**config.mk**
```make
export PLATFORM = sky130hd
export DESIGN_NAME = cache_mem_arbiter
export DESIGN_NICKNAME = d
export VERILOG_FILES = /design/src/rtl/cache_mem_arbiter.sv
export SDC_FILE = /design/constraint.sdc
export NUM_CORES = 1
export LEC_CHECK = 0
export ABC_AREA = 1
export CAP_MARGIN = 20
export CORE_AREA = 2 2 539 541
export CTS_BUF_LIST = sky130_fd_sc_hd__clkbuf_8
export DETAILED_ROUTE_END_ITERATION = 10
export DIE_AREA = 0 0 541 543
export PLACE_DENSITY = 0.3
export SLEW_MARGIN = 20
export SYNTH_ARGS = -nofsm -noshare
export SYNTH_HDL_FRONTEND = slang
export SYNTH_SLANG_ARGS = --single-unit
```
**constraint.sdc**
```tcl
create_clock -name clk -period 1.97 [get_ports clk]
set_clock_uncertainty 0.15 [all_clocks]
set_input_delay 0.591 -clock clk [delete_from_list [all_inputs] [get_ports clk]]
set_output_delay 0.591 -clock clk [all_outputs]
set_load 0.01 [all_outputs]
```
**src/rtl/cache_mem_arbiter.sv**
```systemverilog
// Arbitrates the single physical-memory line port between the L1 I-cache and D-cache.
// Optional build macro ARB_RR_EN: round-robin priority between the two sides on contention.
module cache_mem_arbiter #(
    parameter int ADDR_W = 32,
    parameter int LINE_W = 256
) (
    input  logic              clk,
    input  logic              rst_n,
    input  logic              i_read,
    input  logic [ADDR_W-1:0] i_addr,
    output logic [LINE_W-1:0] i_rdata,
    output logic              i_resp,
    input  logic              d_read,
    input  logic              d_write,
    input  logic [ADDR_W-1:0] d_addr,
    input  logic [LINE_W-1:0] d_wdata,
    output logic [LINE_W-1:0] d_rdata,
    output logic              d_resp,
    output logic              pmem_read,
    output logic              pmem_write,
    output logic [ADDR_W-1:0] pmem_addr,
    output logic [LINE_W-1:0] pmem_wdata,
    input  logic [LINE_W-1:0] pmem_rdata,
    input  logic              pmem_resp
);

    typedef enum logic [1:0] {IDLE, SERVE_I, SERVE_D} state_t;

    state_t            state_q;
    logic              pmem_read_q, pmem_write_q;
    logic [ADDR_W-1:0] pmem_addr_q;
    logic [LINE_W-1:0] pmem_wdata_q;

    logic i_pend, d_pend, prio_d, grant_d, grant_i;

    assign i_pend  = i_read;
    assign d_pend  = d_read | d_write;
    assign grant_d = (state_q == IDLE) && d_pend && (!i_pend || prio_d);
    assign grant_i = (state_q == IDLE) && i_pend && !grant_d;

`ifdef ARB_RR_EN
    // prio_d_q=1 means D wins the next contended grant; it moves to the loser.
    logic prio_d_q;
    always_ff @(posedge clk or negedge rst_n) begin
        if (!rst_n)
            prio_d_q <= 1'b1;
        else if (state_q == IDLE && d_pend && i_pend)
            prio_d_q <= ~grant_d;
    end
    assign prio_d = prio_d_q;
`else
    assign prio_d = 1'b1;
`endif

    always_ff @(posedge clk or negedge rst_n) begin
        if (!rst_n) begin
            state_q      <= IDLE;
            pmem_read_q  <= 1'b0;
            pmem_write_q <= 1'b0;
            pmem_addr_q  <= '0;
            pmem_wdata_q <= '0;
        end else begin
            case (state_q)
                IDLE: begin
                    if (grant_d) begin
                        state_q      <= SERVE_D;
                        pmem_addr_q  <= d_addr;
                        pmem_write_q <= d_write;
                        pmem_read_q  <= ~d_write;
                        pmem_wdata_q <= d_write ? d_wdata : '0;
                    end else if (grant_i) begin
                        state_q      <= SERVE_I;
                        pmem_addr_q  <= i_addr;
                        pmem_write_q <= 1'b0;
                        pmem_read_q  <= 1'b1;
                        pmem_wdata_q <= '0;
                    end
                end
                SERVE_I, SERVE_D: begin
                    // Returning to IDLE forces a turnaround cycle so the owner can drop its request.
                    if (pmem_resp) begin
                        state_q      <= IDLE;
                        pmem_read_q  <= 1'b0;
                        pmem_write_q <= 1'b0;
                    end
                end
                default: state_q <= IDLE;
            endcase
        end
    end

    assign pmem_read  = pmem_read_q;
    assign pmem_write = pmem_write_q;
    assign pmem_addr  = pmem_addr_q;
    assign pmem_wdata = pmem_wdata_q;

    assign i_resp  = (state_q == SERVE_I) && pmem_resp;
    assign d_resp  = (state_q == SERVE_D) && pmem_resp;
    assign i_rdata = pmem_rdata;
    assign d_rdata = pmem_rdata;

endmodule

```
==> qor.csv, run 1 <==
stage;metric;value;unit
run_status;outcome;complete, but fails checks;
run_status;failing checks;negative setup slack;
floorplanning;Die ar.;294000;sq um
drt;DRC Markers;0;
clock_tree;CTS Buf Count;74;
synth;Synth Instances;1930;
sta;min setup slack post-route;-0.579;ns
global_routing;largest net degree at the start of global routing;81;
synth;warnings from Yosys;0;
drt;DRT iter0 DRCs;842;
worst_setup_path;Critical Path Fanout Max;2;
synth;Post-Synth Adder-Cell Area;0.00312;
drt;Antenna Nets Post-Route;0;
clock_tree;CTS tree;yes;
worst_setup_path;CP endpoint kind;output port;
synth;share of the synthesized area in the top cell type;0.456;
power;VDD IR-drop max;615;uV
global_routing;initial antenna violation count;74;
global_routing;global-route wire length before repair;177000;um
power;PD cells;1540;nW/um^2
synth;Synth top cells by count;nand2_1 (652), buf_4 (514), dfrtp_1 (292);
synth;largest family of logic cells by synthesized area;buffers and inverters;
worst_setup_path;worst flop-to-flop path endpoint;pmem_wdata[219];
worst_setup_path;critical path arrival;1.81;ns
synth;Synth Area in Simple Gates;0.245;
run;Max-cap violations;0;
synth;area leader, netlist;dfrtp_1;
synth;ys flop type;dfrtp_1;
min_path;Hold Path Cell Cnt;3;
synth;Synth Area in Compound Gates;0.00226;
clock_tree;clock-pin slew on the worst setup and hold paths;0.05;ns
layout;# nets final;2885;
drt;DR pass1 iterations;5;
sta;Fmax achieved;0.392;GHz
sta;hold_ws;0.150;ns
global_routing;All-Layer GR Usage;0.0949;
place;placed instance area;24400;sq um
place;input/output buffers;617;
min_path;hold crit path type;input pin to flip-flop;
sta;worst-margin pin slew;0.972;ns
synth;Synth cell types;16;
worst_setup_path;critical path class;flip-flop to output port;
floorplanning;Cell Rows;197;
worst_setup_path;reg2reg start;state_q[1];
synth;Mapped Nets;2516;
synth;Avg Inst Size Synth;8.31;sq um
synth;FF+latch count, synth;292;
sta;final hold violations;0;
layout;layout cells sized above 1;0.290;
worst_setup_path;r2r setup slk;-0.18;ns
floorplanning;Top Ports;1386;
drt;DR vias;14200;
sta;RSZ-0062 raised after global routing;yes;
power;Pwr Total;42.3;mW
drt;Wirelength per Cell;23.5;um
sta;Slew Limit Fails;0;
synth;post-synthesis sequential area ratio;0.456;
clock_tree;TritonCTS Sinks;292;
sta;relative max-transition margin;0.350;
synth;number of flops mapped to enable cells by yosys;0;
clock_tree;root buffer cell;clkbuf_8;
worst_setup_path;CP required;1.23;ns
floorplanning;chip height;543;um
synth;top post-synthesis cells by area;dfrtp_1 (46%), buf_4 (24%), nand2_1 (15%);
global_routing;vias in the first global route;15000;
min_path;Hold Path End;pmem_wdata[154];
layout;cell area after layout;27500;sq um
place;gpl congestion;0.773;
sta;setup violators final;403;
clock_tree;H-tree depth;3;
min_path;Hold Crit Start;d_wdata[154];
clock_tree;clk buf depth;4;
floorplanning;Chip Width;541;um
synth;mux contribution to synthesized area;0;
place;placed insts;5809;
place;Place WS;-0.579;ns
layout;Post-Layout Cell Count;6140;
worst_setup_path;CP startpoint kind;flip-flop;
synth;Synth async-reset ratio;1.00;
layout;area grow syn2layout;71.2;%
floorplanning;Initial Util;0.0558;
drt;WL final;144000;um
sta;final worst-path cycle share;1.29;
global_routing;GRT Residual Overflow;0;
synth;Post-Syn Area;16000;sq um
drt;vias per cell;2.31;
power;static leakage;12.3;nW
synth;most common cell in the synthesized netlist;nand2_1;
synth;xor/xnor share of the synthesized area;0;
place;post-DP HPWL;124000;um
floorplanning;Core Footprint;287000;sq um
worst_setup_path;R2R depth;10;
sta;fin crit period;2.55;ns
clock_tree;Clock Latency Late Sink;0.85;ns
-- report_power, final --
part	leakage, nW	internal, mW	total [mW]	switching (mW)
Combinational	7.76	11.2	22.9	11.7
Sequential	3.75	8.88	11.6	2.68
Clock	0.817	4.13	7.79	3.67
-- layout make-up --
class | instances | area (sq um)
timing repair buffer | 902 | 9590
inverter | 74 | 295
sequential | 292 | 7340
clock buffer | 87 | 1200
antenna | 11 | 27.5
fill | 33400 | 260000
clock inverter | 38 | 218
multi-input combinational | 955 | 4060
tap | 3781 | 4730
-- kinds of logic (layout without fill, tap and decap cells) --
| logic type | count (synthesis) | after routing |
|---|---|---|
| DFF | 292 | 292 |
| buffers and inverters | 683 | 1101 |
| and+or+nand+nor | 946 | 946 |
| AOI/OAI and AO/OA | 5 | 5 |
| other | 0 | 11 |
| adders and majority gates | 4 | 4 |
-- stage by stage --
stage	setup TNS, ns	utilization
after floorplan	0	-
after global placement	-135.38	0.0850
after detailed placement	-128.71	0.0850
after CTS	-108.70	0.0939
after global routing	-124.64	0.0955
final	-56.77	0.0955
-- state kept, by name, summed over array words and instances, names as in the netlist --
name,cells
pmem_addr,32
pmem_read,1
pmem_wdata,256
pmem_write,1
state_q,2
-- how the worst max path moves through the flow --
stage	end	startpoint	slack, ns	cells past startpoint
3_5_place_dp	pmem_addr[20]	d_read	-0.58	8
3_3_place_gp	pmem_addr[27]	d_read	-0.62	8
6_report	d_resp	state_q[1]	-0.58	5
5_1_grt	d_resp	state_q[1]	-0.78	5
4_1_cts	d_resp	state_q[1]	-0.82	5
2_1_floorplan	pmem_wdata[235]	d_write	0.23	8
-- routing by layer --
layer	part of all wire	wire [um]	global-route usage	vias up
li1	-	-	-	6244
met1	0.32	45600	0.0856	6294
met2	0.42	60300	0.142	1091
met3	0.20	28200	0.0833	514
met4	0.069	9920	0.0569	16
met5	0.0021	297	0.00575	-
-- critical path: stages, from the launching register on --
cell     delay, ns
dfrtp_1       0.39
buf_6         0.13
ha_4          0.18
nand2_8       0.09
inv_4         0.04
buf_12        0.11
-- cells in the final DEF (no fill, tap or decap), drive strengths merged --
cell             n
nand2          653
buf            531
clkdlybuf4s50  323
dfrtp          292
nand3          291
inv             96
clkbuf          87
dlygate4sd3     47
clkinv          14
diode           11
o21ai            4
ha               4
nor2             1
a21oi            1
or2              1
clkinvlp         1
bufinv           1
bufbuf           1
-- timing repair --
action                                  in CTS  in global routing
pin swaps                                    0                  3
buffers inserted                            97                 50
hold buffers                                47                  0
cloned                                       1                  0
gates resized for setup                    949                 21
endpoints found under the setup margin     395                514
endpoints found under the hold margin      336                  0
(Power assumes the default switching activity.)
==> inputs of run 2 (changes only) <==
--- a/config.mk
+++ b/config.mk
@@ -12,6 +12,7 @@
 export DETAILED_ROUTE_END_ITERATION = 10
 export DIE_AREA = 0 0 541 543
 export PLACE_DENSITY = 0.3
+export REMOVE_ABC_BUFFERS = 1
 export SLEW_MARGIN = 20
 export SYNTH_ARGS = -nofsm -noshare
 export SYNTH_HDL_FRONTEND = slang
==> run 2 against run 1 <==
Effect of this change: clock-buffer cell count is 3 higher; the flow still finishes with violations (negative setup slack); sequential power hardly changed; cell area is 0.19% lower; highest routed layer unchanged; global-route usage is 11 points higher; non-clock buffer count is 115 lower.
==> qor.csv, run 2 (synthesis results as in run 1) <==
stage;metric;value;unit;change
power;Pwr Total;44.5;mW;+5.3%
floorplanning;chip height;543;um;unchanged
drt;WL final;310000;um;+120%
sta;setup violators final;476;;+18%
clock_tree;clk buf depth;3;;-1
worst_setup_path;critical path arrival;1.64;ns;-0.17 ns
drt;DRT iter0 DRCs;1501;;+78%
clock_tree;H-tree depth;3;;unchanged
worst_setup_path;CP startpoint kind;flip-flop;;
clock_tree;CTS tree;yes;;
layout;max FFs per register;256;;unchanged
floorplanning;Cell Rows;197;;unchanged
worst_setup_path;worst flop-to-flop path endpoint;pmem_wdata[119];;
worst_setup_path;R2R depth;12;;+2
sta;Fmax achieved;0.420;GHz;+7.0%
clock_tree;TritonCTS Sinks;292;;unchanged
sta;RSZ-0062 raised after global routing;yes;;
layout;# nets final;2765;;-4.2%
clock_tree;CTS Buf Count;68;;-8.1%
floorplanning;Top Ports;1386;;unchanged
power;VDD IR-drop max;435;uV;-29%
sta;final hold violations;0;;unchanged
place;input/output buffers;617;;unchanged
clock_tree;root buffer cell;clkbuf_8;;
global_routing;GRT Residual Overflow;0;;unchanged
worst_setup_path;crit-path max cell delay;0.39;ns;about the same
run_status;failing checks;negative setup slack;;
floorplanning;Die ar.;294000;sq um;unchanged
drt;DRC Markers;0;;unchanged
global_routing;All-Layer GR Usage;0.205;;+0.110
worst_setup_path;r2r setup slk;-0.16;ns;+0.02 ns
worst_setup_path;delay-heaviest family, CP;flip-flops;;
worst_setup_path;reg2reg start;state_q[0];;
place;post-DP HPWL;271000;um;+120%
sta;worst-margin pin slew;0.461;ns;-0.511 ns
sta;min setup slack post-route;-0.412;ns;+0.166 ns
worst_setup_path;CP required;1.23;ns;about the same
worst_setup_path;Crit-path slowest cell;dfrtp_1;;
run;Max-cap violations;0;;unchanged
sta;Slew Limit Fails;0;;unchanged
layout;most common cell after layout, fill and taps aside;nand2_1;;
drt;DR pass1 iterations;5;;unchanged
clock_tree;Clock Latency Late Sink;0.76;ns;-0.09 ns
global_routing;largest net degree at the start of global routing;76;;-6.2%
worst_setup_path;worst path cell trace;buf_6 > ha_4 > nand2_2 > inv_1 > buf_2;;
global_routing;initial antenna violation count;91;;+23%
global_routing;global-route wire length before repair;346000;um;+95%
floorplanning;Core Footprint;287000;sq um;unchanged
drt;Wirelength per Cell;51.6;um;+120%
run_status;outcome;complete, but fails checks;;
layout;utilization after layout;0.0953;;-0.000183
drt;Antenna Nets Post-Route;0;;unchanged
drt;vias per cell;2.74;;+19%
min_path;hold crit path type;input pin to asynchronous set/reset pin;;
drt;DR vias;16500;;+16%
floorplanning;Chip Width;541;um;unchanged
place;gpl congestion;0.943;;+22%
global_routing;vias in the first global route;14900;;-1.2%
sta;relative max-transition margin;0.692;;+0.342
layout;area grow syn2layout;70.9;%;
clock_tree;clock-pin slew on the worst setup and hold paths;0.05;ns;about the same
worst_setup_path;WP buf/inv;3;;unchanged
layout;most frequent cells in the layout;nand2_1 (645), clkdlybuf4s50_1 (323), nand3_1 (289);;
sta;final worst-path cycle share;1.21;;-0.0844
worst_setup_path;CP endpoint kind;output port;;
layout;layout cells sized above 1;0.273;;-0.0164
sta;fin crit period;2.38;ns;-0.166 ns
worst_setup_path;Critical Path Fanout Max;2;;unchanged
floorplanning;Initial Util;0.0558;;unchanged
worst_setup_path;critical path class;flip-flop to output port;;
power;PD cells;1620;nW/um^2;+5.5%
power;static leakage;12.1;nW;-1.7%
run 2: cell count changes in the layout (fill, tap and decap cells not counted), sizes merged:
cell	before	now
clkinv	14	3
clkinvlp	1	3
buf	531	457
inv	96	93
bufinv	1	6
bufbuf	1	2
clkbuf	87	93
diode	11	3
dlygate4sd3	47	2
run 2: stage by stage:
stage	area, sq um	hold WS, ns	cells	setup slack, ns	setup TNS [ns]
after CTS	27300	0.115	6005	-0.544	-83.09
after detailed placement	24700	0.307	5799	-0.559	-124.76
after global routing	27400	0.142	6013	-0.564	-93.02
after global placement	24700	0.302	5799	-0.586	-127.79
after floorplan	11600	0.145	1321	-1.78	-505.96
final	27400	0.217	6013	-0.412	-31.11
run 2: area by class of cell:
| type | instances | area [sq um] |
|---|---|---|
| Sequential cell | 292 | 7330 |
| Antenna cell | 3 | 7.51 |
| Clock buffer | 90 | 1240 |
| Timing Repair Buffer | 787 | 9380 |
| Multi-Input combinational cell | 955 | 4100 |
| Inverter | 74 | 305 |
| Fill cell | 33300 | 260000 |
| Tap cell | 3781 | 4730 |
| Clock inverter | 30 | 295 |
| Timing Repair inverter | 1 | 11.3 |
run 2: worst max-delay path by stage:
stage	from	end	slack (ns)	cells after the start
after detailed placement	d_read	pmem_wdata[159]	-0.56	9
after floorplan	state_q[0]	pmem_addr[0]	-1.78	7
after global routing	state_q[1]	d_resp	-0.56	5
after CTS	state_q[1]	d_resp	-0.54	5
final	state_q[1]	d_resp	-0.41	5
after global placement	pmem_resp	i_resp	-0.59	4
run 2: worst register-to-register path, cell delays in order (launching register included):
cell	delay, ns
dfrtp_2	0.44
inv_2	0.09
buf_4	0.14
ha_4	0.18
inv_4	0.05
a21oi_4	0.15
buf_12	0.15
inv_12	0.05
buf_16	0.20
buf_12	0.17
buf_16	0.13
nand2_1	0.06
nand2_1	0.05
run 2: power breakdown:
part | leakage (nW) | switching, mW | internal [mW] | total, mW
logic | 7.52 | 12.3 | 12.3 | 24.6
clock network | 0.838 | 3.53 | 4.86 | 8.39
registers | 3.76 | 2.60 | 8.86 | 11.5
total | 12.1 | 18.4 | 26.1 | 44.5
run 2: layer usage:
layer	vias up	global-route usage	part of all wire
met3	398	0.269	0.27
li1	6010	-	-
met4	73	0.0875	0.051
met5	-	0.179	0.023
met2	2459	0.321	0.44
met1	7517	0.118	0.22
run 2: timing repair:
action / 4_1_cts / 5_1_grt
pin swaps: 4 / 1
cloned: 15 / 3
hold buffers: 2 / 0
endpoints found under the setup margin: 511 / 580
resized for setup: 938 / 12
setup buffers: 73 / 4
endpoints found under the hold margin: 291 / 0
